<file path="src/rtl/ps2_keypad_decoder.sv">
// PS/2 scan-code stream to keypad make/break events, buffered in a valid/ready pop FIFO.
// Optional macro TYPEMATIC_FILTER_EN suppresses auto-repeated makes of the currently held key.
module ps2_keypad_decoder #(
  parameter int unsigned CODE_W         = 5,
  parameter int unsigned FIFO_DEPTH     = 8,
  parameter int unsigned TIMEOUT_CYCLES = 50000,
  parameter int unsigned REPORT_MAKE    = 1
) (
  input  logic              clk_i,
  input  logic              rst_ni,
  input  logic [7:0]        rx_data_i,
  input  logic              rx_valid_i,
  output logic              evt_valid_o,
  input  logic              evt_ready_i,
  output logic [CODE_W-1:0] evt_code_o,
  output logic              evt_release_o,
  output logic [CODE_W-1:0] last_key_o,
  output logic              overflow_o,
  input  logic              ovf_clear_i
);

  localparam int unsigned PTR_W = (FIFO_DEPTH > 1) ? $clog2(FIFO_DEPTH) : 1;
  localparam int unsigned CNT_W = $clog2(FIFO_DEPTH + 1);
  localparam int unsigned TMO_W = (TIMEOUT_CYCLES > 1) ? $clog2(TIMEOUT_CYCLES) : 1;
  localparam int unsigned ENT_W = CODE_W + 1;
  localparam logic [CODE_W-1:0] NO_KEY = '1;
  localparam logic [CNT_W-1:0]  FULL   = CNT_W'(FIFO_DEPTH);
  localparam logic [TMO_W-1:0]  TMO_LAST = TMO_W'(TIMEOUT_CYCLES - 1);

  typedef enum logic [1:0] {S_IDLE, S_EXT, S_BRK, S_EXT_BRK} state_e;

  // {hit, index}; plain codes and E0-prefixed codes live in separate tables
  function automatic logic [5:0] map_code(input logic ext, input logic [7:0] b);
    logic [5:0] r;
    r = '0;
    if (ext) begin
      case (b)
        8'h5A:   r = {1'b1, 5'd13};
        8'h4A:   r = {1'b1, 5'd14};
        default: r = '0;
      endcase
    end else begin
      case (b)
        8'h70:   r = {1'b1, 5'd0};
        8'h69:   r = {1'b1, 5'd1};
        8'h72:   r = {1'b1, 5'd2};
        8'h7A:   r = {1'b1, 5'd3};
        8'h6B:   r = {1'b1, 5'd4};
        8'h73:   r = {1'b1, 5'd5};
        8'h74:   r = {1'b1, 5'd6};
        8'h6C:   r = {1'b1, 5'd7};
        8'h75:   r = {1'b1, 5'd8};
        8'h7D:   r = {1'b1, 5'd9};
        8'h79:   r = {1'b1, 5'd10};
        8'h7B:   r = {1'b1, 5'd11};
        8'h7C:   r = {1'b1, 5'd12};
        8'h71:   r = {1'b1, 5'd15};
        8'h66:   r = {1'b1, 5'd16};
        8'h76:   r = {1'b1, 5'd17};
        default: r = '0;
      endcase
    end
    return r;
  endfunction

  state_e             state_q;
  logic [TMO_W-1:0]   tmo_q;
  logic               push_q;
  logic [CODE_W-1:0]  push_code_q;
  logic               push_rel_q;
`ifdef TYPEMATIC_FILTER_EN
  logic [CODE_W-1:0]  held_q;
`endif

  logic               ext_c, brk_c, hit_c;
  logic [4:0]         idx_c;
  logic [CODE_W-1:0]  key_c;

  always_comb begin
    ext_c = (state_q == S_EXT) || (state_q == S_EXT_BRK);
    brk_c = (state_q == S_BRK) || (state_q == S_EXT_BRK);
    {hit_c, idx_c} = map_code(ext_c, rx_data_i);
    key_c = CODE_W'(idx_c);
  end

  // Prefix FSM with stale-prefix timeout; completed codes become a one-cycle push request
  always_ff @(posedge clk_i or negedge rst_ni) begin
    if (!rst_ni) begin
      state_q     <= S_IDLE;
      tmo_q       <= '0;
      push_q      <= 1'b0;
      push_code_q <= '0;
      push_rel_q  <= 1'b0;
`ifdef TYPEMATIC_FILTER_EN
      held_q      <= NO_KEY;
`endif
    end else begin
      push_q <= 1'b0;
      if (rx_valid_i) begin
        tmo_q <= '0;
        if (rx_data_i == 8'hF0) begin
          case (state_q)
            S_IDLE:  state_q <= S_BRK;
            S_EXT:   state_q <= S_EXT_BRK;
            default: state_q <= state_q;
          endcase
        end else if ((rx_data_i == 8'hE0) && (state_q != S_EXT_BRK)) begin
          state_q <= (state_q == S_BRK) ? S_EXT_BRK : S_EXT;
        end else begin
          state_q <= S_IDLE;
          if (hit_c) begin
            push_code_q <= key_c;
            push_rel_q  <= brk_c;
            if (brk_c) begin
              push_q <= 1'b1;
`ifdef TYPEMATIC_FILTER_EN
              if (held_q == key_c) held_q <= NO_KEY;
`endif
            end else begin
`ifdef TYPEMATIC_FILTER_EN
              if (held_q != key_c) push_q <= (REPORT_MAKE != 0);
              held_q <= key_c;
`else
              push_q <= (REPORT_MAKE != 0);
`endif
            end
          end
        end
      end else if (state_q == S_IDLE) begin
        tmo_q <= '0;
      end else if (tmo_q == TMO_LAST) begin
        state_q <= S_IDLE;
        tmo_q   <= '0;
      end else begin
        tmo_q <= tmo_q + TMO_W'(1);
      end
    end
  end

  logic [ENT_W-1:0]   mem_q [FIFO_DEPTH];
  logic [PTR_W-1:0]   wr_ptr_q, rd_ptr_q, rd_ptr_d;
  logic [CNT_W-1:0]   cnt_q, cnt_d;
  logic [ENT_W-1:0]   head_d;
  logic               pop_c, wr_c, ovf_c;

  // A full FIFO still accepts a push when the head is popped in the same cycle
  always_comb begin
    pop_c    = evt_valid_o && evt_ready_i;
    wr_c     = push_q && ((cnt_q != FULL) || pop_c);
    ovf_c    = push_q && !wr_c;
    rd_ptr_d = pop_c ? rd_ptr_q + PTR_W'(1) : rd_ptr_q;
    cnt_d    = cnt_q;
    if (wr_c && !pop_c) begin
      cnt_d = cnt_q + CNT_W'(1);
    end else if (!wr_c && pop_c) begin
      cnt_d = cnt_q - CNT_W'(1);
    end
    head_d = (wr_c && (wr_ptr_q == rd_ptr_d)) ? {push_rel_q, push_code_q} : mem_q[rd_ptr_d];
  end

  always_ff @(posedge clk_i) begin
    if (wr_c) mem_q[wr_ptr_q] <= {push_rel_q, push_code_q};
  end

  always_ff @(posedge clk_i or negedge rst_ni) begin
    if (!rst_ni) begin
      wr_ptr_q      <= '0;
      rd_ptr_q      <= '0;
      cnt_q         <= '0;
      evt_valid_o   <= 1'b0;
      evt_code_o    <= '0;
      evt_release_o <= 1'b0;
      last_key_o    <= NO_KEY;
      overflow_o    <= 1'b0;
    end else begin
      if (wr_c) wr_ptr_q <= wr_ptr_q + PTR_W'(1);
      rd_ptr_q      <= rd_ptr_d;
      cnt_q         <= cnt_d;
      evt_valid_o   <= (cnt_d != '0);
      evt_code_o    <= head_d[CODE_W-1:0];
      evt_release_o <= head_d[CODE_W];
      if (push_q && push_rel_q) last_key_o <= push_code_q;
      if (ovf_c) begin
        overflow_o <= 1'b1;
      end else if (ovf_clear_i) begin
        overflow_o <= 1'b0;
      end
    end
  end

endmodule

</file>
<file path="config.mk">
export PLATFORM = sky130hd
export DESIGN_NAME = ps2_keypad_decoder
export DESIGN_NICKNAME = d
export VERILOG_FILES = /design/src/rtl/ps2_keypad_decoder.sv
export SDC_FILE = /design/constraint.sdc
export NUM_CORES = 1
export LEC_CHECK = 0
export ABC_CLOCK_PERIOD_IN_PS = 5810
export CAP_MARGIN = 15
export CORE_UTILIZATION = 35
export CTS_CLUSTER_DIAMETER = 120
export DETAILED_ROUTE_END_ITERATION = 6
export HOLD_SLACK_MARGIN = 0.12
export PLACE_DENSITY = 0.62
export SLEW_MARGIN = 0
export SYNTH_ARGS = -nofsm -noshare
export SYNTH_HDL_FRONTEND = slang
export SYNTH_SLANG_ARGS = --single-unit
</file>
<file path="constraint.sdc">
create_clock -name clk_i -period 5.81 [get_ports clk_i]
set_clock_uncertainty 0.1 [all_clocks]
set_input_delay 1.162 -clock clk_i [delete_from_list [all_inputs] [get_ports clk_i]]
set_output_delay 1.162 -clock clk_i [all_outputs]
set_load 0.03 [all_outputs]
</file>
==> results.txt, run 1 <==
run status - complete, no violations
Primary FF master, synth - edfxtp_1
htree depth - 3
final number of hold-violating endpoints - 0
Worst slew margin - 0.368
clock slew at reported path FFs - 70 ps
Post-synth EDFFs - 48
cells after synthesis - 365
commonest non-fill, non-tap cell in the layout - edfxtp_1
P&R area growth vs syn - 15.9%
Post-Syn Area - 0.00440 mm2
slowest stage delay, CP - 690 ps
Final nets - 405
most frequent cells in the layout - 48 x edfxtp_1, 43 x dfrtp_1, 33 x nor2_1
CTS sink cnt - 96
Worst Hold End - tmo_q[0]
Cell Chain, Critical Path - clkdlybuf4s50_1, a21bo_1, nand2_8, xor2_1, or4_1, mux2_1
Final GP Congestion - 0.813
grt ovf - 0
TritonCTS clock tree - done
initial antenna violation count - 0
layout cell share with drive strength beyond 1 - 0.0816
Final Non-Filler Cells - 560
Pleak - 1.92 nW
global-route wire length before repair - 13,800 um
post_cts resized - 0
Power Density - 406 mW/mm2
DRC - 0
drt first pass iters - 4
die area - 0.0130 mm2
RSZ-0062 raised after global routing - false
Worst EP arrival - 3810 ps
maximum buffer depth of the clock tree - 2
YS warnings - 0
total track usage - 0.139
Tcrit/Tclk final - 0.633
R2R depth - 5
initial DRC count - 120
Via Count - 2,836
largest net degree at the start of global routing - 49
placement-stage cell area - 0.00476 mm2
Seq/Total Area, Yosys - 0.602
max_cap viols - 0
Pins Over Slew Limit - 0
IO buf count - 25
f_max - 0.272 GHz
postcts setup bufs - 0
Slew @ Worst Pin - 940 ps
CP required - 5940 ps
Die H - 114 um
Finished Cell Area - 0.00510 mm2
Crit-path slowest cell - or4_1
initial core utilization - 0.363
reg2reg setup slack - 3060 ps
CTS Hold Bufs - 0
vias in the first global route - 2,831
placed cells - 541
#FFs+latches synth - 96
Vias per Instance - 5.06
Setup Viol. Count Final - 0
largest fanout on the critical path - 26
CTS Buf Count - 9
num rows - 40
Die W - 114 um
Clock Tree Root - clkbuf_16
Async SR Flop Fraction - 0.500
R2R Path Start - evt_valid_o
Avg Inst Size Synth - 12.0 um2
Worst setup SP type - input port
Final min period - 3680 ps
critical path endpoint category - flip-flop
r2r endpoint - evt_code_o[3]
Total Neg Setup Slack - 0 ps
core region area - 0.0121 mm2
critical path class - in2reg
Final HPWL DP - 5800 um
routed len/inst - 15.0 um
Post-DRT Antenna Nets - 0
# IOs - 26
Min-Delay Path Class - reg2reg
clock latency on the worst-skew pair - 340 ps
Ant. Diodes - 0
synth unique cells - 53
WL final - 8410 um
Filler cells - 1,178
Final Power - 2.07 mW
Post-Syn Nets - 383
VDD IR-drop max - 0.000160 V
hold depth - 1
hold path start - tmo_q[0]
[kinds of logic (layout without fill, tap and decap cells)]
kind of cell	after synthesis	after routing	synth area share
AOI/OAI and AO/OA	66	66	0.108
xor gates and xnor gates	25	25	0.0498
adders and majority gates	5	5	0.0142
buffers and inverters	29	56	0.0304
DFF	96	96	0.602
muxes	18	18	0.0444
and+or+nand+nor	126	126	0.150
[sequential cells by signal (all words and copies together) (netlist names), 3 cells and up]
name	count
last_key_o	5
cnt_q	4
wr_ptr_q	3
rd_ptr_q	3
tmo_q	16
push_code_q	5
evt_code_o	5
mem_q	48
[through the flow]
| step | hold WS [ps] | util | setup WS [ps] |
|---|---|---|---|
| after floorplan | 355 | - | 2880 |
| after global placement | 376 | 0.393 | 1870 |
| after detailed placement | 391 | 0.393 | 1790 |
| after CTS | 393 | 0.418 | 2140 |
| after global routing | 410 | 0.421 | 1980 |
| final | 387 | 0.421 | 2130 |
[layer usage]
| metal | GRT usage | up-vias | wire (um) | share of wire |
|---|---|---|---|---|
| met5 | 0 | - | 0 | 0 |
| met4 | 0.0468 | 0 | 119 | 0.014 |
| met3 | 0.0349 | 10 | 233 | 0.028 |
| met2 | 0.219 | 43 | 3880 | 0.46 |
| met1 | 0.189 | 1380 | 4180 | 0.50 |
| li1 | - | 1403 | - | - |
[power by group]
group,switching [mW],internal [mW]
clock,0.261,0.340
sequential,0.0920,0.797
combinational,0.326,0.253
total,0.679,1.39
[worst max-delay path by stage]
stage | start | end | cells after the start | slack, ps
after global placement | evt_ready_i | evt_release_o | 6 | 1870
after global routing | evt_ready_i | evt_code_o[1] | 6 | 1980
after CTS | evt_ready_i | evt_code_o[1] | 6 | 2140
after floorplan | evt_ready_i | evt_code_o[0] | 8 | 2880
after detailed placement | evt_ready_i | evt_release_o | 6 | 1790
final | evt_ready_i | evt_code_o[3] | 6 | 2130
[critical path, delay by kind of cell]
family | cells | cell delay, ps
simple gates | 2 | 930
buf+inv | 1 | 650
compound gates | 1 | 500
mux | 1 | 370
xor+xnor | 1 | 200
[layout make-up]
class / instances / area, um2 / share of cell area
multi-input cells: 240 / 1610 / 0.317
clock inverters: 6 / 72.6 / 0.0142
clock buffers: 10 / 229 / 0.0449
well taps: 168 / 210 / 0.0412
flip-flops and latches: 96 / 2650 / 0.520
repair buffers: 28 / 278 / 0.0545
inverters: 12 / 45.0 / 0.00884
[cell usage after synthesis, drive strengths merged (3+ instances only)]
| master | number | area (um2) |
|---|---|---|
| a21oi | 4 | 20.0 |
| o21ai | 14 | 70.1 |
| mux2 | 12 | 135 |
| buf | 7 | 51.3 |
| xor2 | 11 | 96.3 |
| inv | 12 | 45.0 |
| nor3 | 11 | 55.1 |
| and3 | 22 | 138 |
| a2111oi | 6 | 52.6 |
| ha | 5 | 62.6 |
| nand3 | 12 | 60.1 |
| nor2b | 7 | 43.8 |
| a211oi | 19 | 143 |
| xnor2 | 14 | 123 |
| mux2i | 6 | 60.1 |
| dfrtp | 43 | 1080 |
| a32oi | 3 | 26.3 |
| dfstp | 5 | 131 |
| nand3b | 3 | 26.3 |
| nand2 | 22 | 101 |
| nor2 | 33 | 124 |
| clkbuf | 10 | 37.5 |
| nand4 | 3 | 18.8 |
| a31oi | 3 | 18.8 |
| edfxtp | 48 | 1440 |
Note: power is estimated with default switching activity, not from simulation.
==> run 2, diff against run 1 <==
ABC_CLOCK_PERIOD_IN_PS = 3200   (was 5810)
PLACE_DENSITY = 0.63   (was 0.62)
clock period = 3.2 ns   (was 5.81 ns; I/O delays follow)
==> run 2 against run 1 <==
Sequential share of layout area down 0.90 points; non-clock buffer count grew 14; sequential cell count stayed put; cell area up 1.8%; critical path type unchanged; critical endpoint is now evt_code_o[1]; sequential power increased by 81%; power grew 84%; largest cell class unchanged; highest routed layer unchanged; worst setup slack got worse by 1600 ps; die area unchanged; clock power up 78%.
==> results.txt, run 2 (synthesized netlist as in run 1, its figures left out) <==
post_cts resized - 0
P&R area growth vs syn - 18.0%
routed len/inst - 14.9 um
maximum buffer depth of the clock tree - 2
CTS sink cnt - 96
max FFs per register - 48
P_sw - 1.25 mW
total track usage - 0.143
global-route wire length before repair - 14,300 um
Flop pwr share - 0.422
clock slew at reported path FFs - 70 ps
RSZ-0062 raised after global routing - false
Ant. Diodes - 0
# IOs - 26
internal cell power - 2.56 mW
critical path endpoint category - flip-flop
Place WS - 144 ps
most frequent cells in the layout - 48 x edfxtp_1, 43 x dfrtp_1, 33 x nor2_1
Clock Tree Root - clkbuf_16
Worst EP arrival - 2810 ps
die area - 0.0130 mm2
CP required - 3320 ps
drt first pass iters - 6
f_max - 0.371 GHz
Pins Over Slew Limit - 0
clock latency on the worst-skew pair - 340 ps
Final min period - 2690 ps
Power Density - 735 mW/mm2
Worst setup SP type - input port
reg2reg setup slack - 680 ps
largest fanout on the critical path - 8
Min-Delay Path Class - in2async
final number of hold-violating endpoints - 0
Setup Viol. Count Final - 0
Slew @ Worst Pin - 1070 ps
Hold WS - 282 ps
CTS Buf Count - 9
largest register by flop count - mem_q
Total Neg Setup Slack - 0 ps
initial core utilization - 0.363
CP Depth - 6
critical path class - in2reg
postcts setup bufs - 0
core region area - 0.0121 mm2
num rows - 40
Post-DRT Antenna Nets - 0
WP buf/inv - 1
r2r endpoint - evt_code_o[1]
Final HPWL DP - 5930 um
commonest non-fill, non-tap cell in the layout - edfxtp_1
TritonCTS clock tree - done
run status - complete, no violations
Via Count - 2,888
Final nets - 419
htree depth - 3
grt ovf - 0
setup slack after layout - 507 ps
Top Registers - mem_q x48, tmo_q x16
max_cap viols - 0
Final Non-Filler Cells - 574
vias in the first global route - 2,905
Crit-path slowest cell - or4_1
Die W - 114 um
Pleak - 1.99 nW
Final GP Congestion - 0.790
combinational power share - 0.296
Die H - 114 um
largest net degree at the start of global routing - 49
Vias per Instance - 5.03
Crit path max-delay family - simple AND/OR/NAND/NOR gates
Cell Chain, Critical Path - clkdlybuf4s50_1, a21bo_1, nand2_8, xor2_1, or4_1, mux2_1
Tcrit/Tclk final - 0.841
layout cell share with drive strength beyond 1 - 0.111
Worst slew margin - 0.285
R2R depth - 6
WL final - 8540 um
clock share of power - 0.282
R2R Path Start - rd_ptr_q[1]
Sw Ratio - 0.328
slowest stage delay, CP - 680 ps
CTS Hold Bufs - 0
IO buf count - 25
initial DRC count - 78
initial antenna violation count - 0
DRC - 0
Final Power - 3.81 mW
VDD IR-drop max - 0.000315 V
placed cells - 558
[run 2: cell types whose count changed in the layout (fill, tap and decap cells not counted), sizes merged]
cell / delta
buf: +15
clkinv: +2
inv: -2
clkbuf: -1
[run 2: layout make-up]
cell class              instances  area, um2
clock buffers                  10        229
well taps                     168        210
fillers                      1165       6920
clock inverters                 6       67.6
inverters                      12       45.0
flip-flops and latches         96       2650
repair buffers                 42        373
multi-input cells             240       1610
[run 2: worst max path at each step]
stage                                to  slack, ps   startpoint
after floorplan           evt_code_o[0]        790  evt_ready_i
after global placement    evt_code_o[1]        220  evt_ready_i
after detailed placement  evt_code_o[1]        140  evt_ready_i
after CTS                 evt_code_o[1]        500  evt_ready_i
after global routing      evt_code_o[1]        380  evt_ready_i
final                     evt_code_o[1]        510  evt_ready_i
[run 2: stage by stage]
stage / area, um2 / utilization
CTS: 5190 / 0.428
floorplan: 4400 / -
detailed placement: 4890 / 0.404
finish: 5190 / 0.428
global placement: 4890 / 0.404
global route: 5190 / 0.428
[run 2: metal layers]
layer	wire length, um	global-route usage	up-vias
li1	-	-	1416
met1	4080	0.184	1426
met3	234	0.0365	8
met4	116	0.0571	0
met5	0	0	-
met2	4110	0.231	38
[run 2: power by group through the flow]
stage                     sequential [mW]  clock, mW  combinational [mW]
after floorplan                      1.64          0               0.773
after global placement               1.63          0                1.10
final                                1.61       1.07                1.13
after global routing                 1.63       1.14                1.24
after CTS                            1.61       1.10                1.14
after detailed placement             1.63          0                1.13
==> run 3, diff against run 2 <==
ABC_CLOCK_PERIOD_IN_PS = 2400   (was 3200)
clock period = 2.4 ns   (was 3.2 ns; I/O delays follow)
==> run 3 against run 2 <==
Hold slack better by 100 ps; sequential cell count unchanged; global-route usage is essentially flat; largest cell class unchanged; largest power group unchanged.
==> results.txt, run 3 (synthesized netlist as in run 1, its figures left out) <==
f_max - 0.437 GHz
# IOs - 26
vias in the first global route - 2,896
postcts setup bufs - 0
TritonCTS clock tree - done
layout cell share with drive strength beyond 1 - 0.176
Top Registers - mem_q x48, tmo_q x16
Worst setup SP type - flip-flop
setup slack after layout - 114 ps
internal cell power - 3.55 mW
Post-DRT Antenna Nets - 0
Final GP Congestion - 0.814
commonest non-fill, non-tap cell in the layout - edfxtp_1
largest net degree at the start of global routing - 28
Power Density - 974 mW/mm2
htree depth - 3
Min-Delay Path Class - reg2reg
critical path endpoint category - flip-flop
Total Neg Setup Slack - 0 ps
Slew @ Worst Pin - 639 ps
Die H - 114 um
RSZ-0062 raised after global routing - false
P_sw - 1.73 mW
initial core utilization - 0.363
grt met3 use - 0.0281
max_cap viols - 0
Worst Hold End - tmo_q[0]
CTS sink cnt - 96
grt ovf - 0
routed len/inst - 14.9 um
Vias per Instance - 5.01
critical path class - reg2reg
Tcrit/Tclk final - 0.953
VDD IR-drop max - 0.000379 V
Filler cells - 1,160
slowest stage delay, CP - 550 ps
GR peak layer - met2
combinational power share - 0.330
CTS Buf Count - 9
CP required - 2510 ps
Worst EP arrival - 2400 ps
most frequent cells in the layout - 48 x edfxtp_1, 43 x dfrtp_1, 33 x nor2_1
largest register by flop count - mem_q
Worst slew margin - 0.574
total track usage - 0.143
max FFs per register - 48
num rows - 40
Pins Over Slew Limit - 0
IO buf count - 25
largest fanout on the critical path - 6
Final HPWL DP - 6200 um
run status - complete, no violations
Cell Chain, Critical Path - ha_1, and3_1, a21oi_2, xnor2_1, or4_4, mux2_1
R2R Path Start - rd_ptr_q[0]
Via Count - 2,972
global-route wire length before repair - 14,500 um
Setup Viol. Count Final - 0
Pleak - 2.11 nW
initial DRC count - 179
Place WS - -367 ps
Sw Ratio - 0.328
DRC - 0
Crit-path slowest cell - or4_4
hold path start - tmo_q[0]
r2r endpoint - evt_code_o[0]
maximum buffer depth of the clock tree - 2
M2 GR Usage - 0.231
Flop pwr share - 0.407
clock share of power - 0.263
Final min period - 2290 ps
hold depth - 1
met1 Use GR - 0.198
reg2reg setup slack - 110 ps
clock slew at reported path FFs - 70 ps
clock latency on the worst-skew pair - 330 ps
Clock Tree Root - clkbuf_16
final number of hold-violating endpoints - 0
core region area - 0.0121 mm2
P&R area growth vs syn - 23.2%
die area - 0.0130 mm2
initial antenna violation count - 0
drt first pass iters - 4
Ant. Diodes - 0
Die W - 114 um
Final nets - 438
WL final - 8810 um
R2R depth - 6
run 3: cell count changes in the layout (fill, tap and decap cells not counted), sizes merged:
cell           delta
dlymetal6s2s      +1
buf              +18
clkdlybuf4s50     -1
clkinvlp          +1
clkbuf            +1
dlygate4sd3       +1
inv               -2
run 3: metal layers:
layer	vias to the layer above	routed length [um]
li1	1457	-
met1	1446	4170
met2	63	4260
met3	6	315
met4	0	70
met5	-	0
run 3: how the worst max path moves through the flow:
stage                start             to  slack [ps]  depth (start not counted)
2_1_floorplan  evt_valid_o  evt_code_o[0]          90                          8
3_3_place_gp   evt_ready_i  evt_code_o[1]        -310                          7
3_5_place_dp   evt_ready_i  evt_code_o[0]        -370                          7
4_1_cts        evt_ready_i  evt_code_o[1]          50                          8
5_1_grt        rd_ptr_q[0]  evt_code_o[1]          30                          6
6_report       rd_ptr_q[0]  evt_code_o[0]         110                          6
run 3: area by class of cell:
type                    instances  area, um2  area share
flip-flops and latches         96       2650       0.489
multi-input cells             240       1680       0.311
repair buffers                 61        541      0.0997
clock buffers                  11        233      0.0429
well taps                     168        210      0.0388
clock inverters                 5       57.6      0.0106
inverters                      12       45.0     0.00831
run 3: power groups by stage:
stage	Combinational [mW]	Clock [mW]	Sequential [mW]
final	1.74	1.39	2.15
after global routing	1.90	1.49	2.18
after CTS	1.63	1.43	2.14
after detailed placement	1.62	0	2.17
after global placement	1.57	0	2.16
after floorplan	1.03	0	2.19
run 3: critical path: cells and delay by family, from the launching register on:
family / cells / cell delay, ps
AOI/OAI and AO/OA: 1 / 150
xor gates and xnor gates: 1 / 80
adders and majority gates: 1 / 330
muxes: 1 / 340
and+or+nand+nor: 2 / 760
DFF: 1 / 400
run 3: metrics by stage:
step	utilization	hold slack, ps	total power [mW]	std cells	area, um2
floorplan	-	84.4	3.22	365	4400
global placement	0.416	370	3.73	576	5040
detailed placement	0.416	383	3.79	576	5040
CTS	0.441	392	5.20	593	5340
global route	0.447	409	5.57	593	5420
finish	0.447	385	5.28	593	5420
run 3: timing repair:
action | CTS | global route
hold buffers | 1 | 0
pin swaps | 0 | 5
endpoints found under the setup margin | 6 | 7
endpoints found under the hold margin | 21 | 0
gates resized for setup | 1 | 16
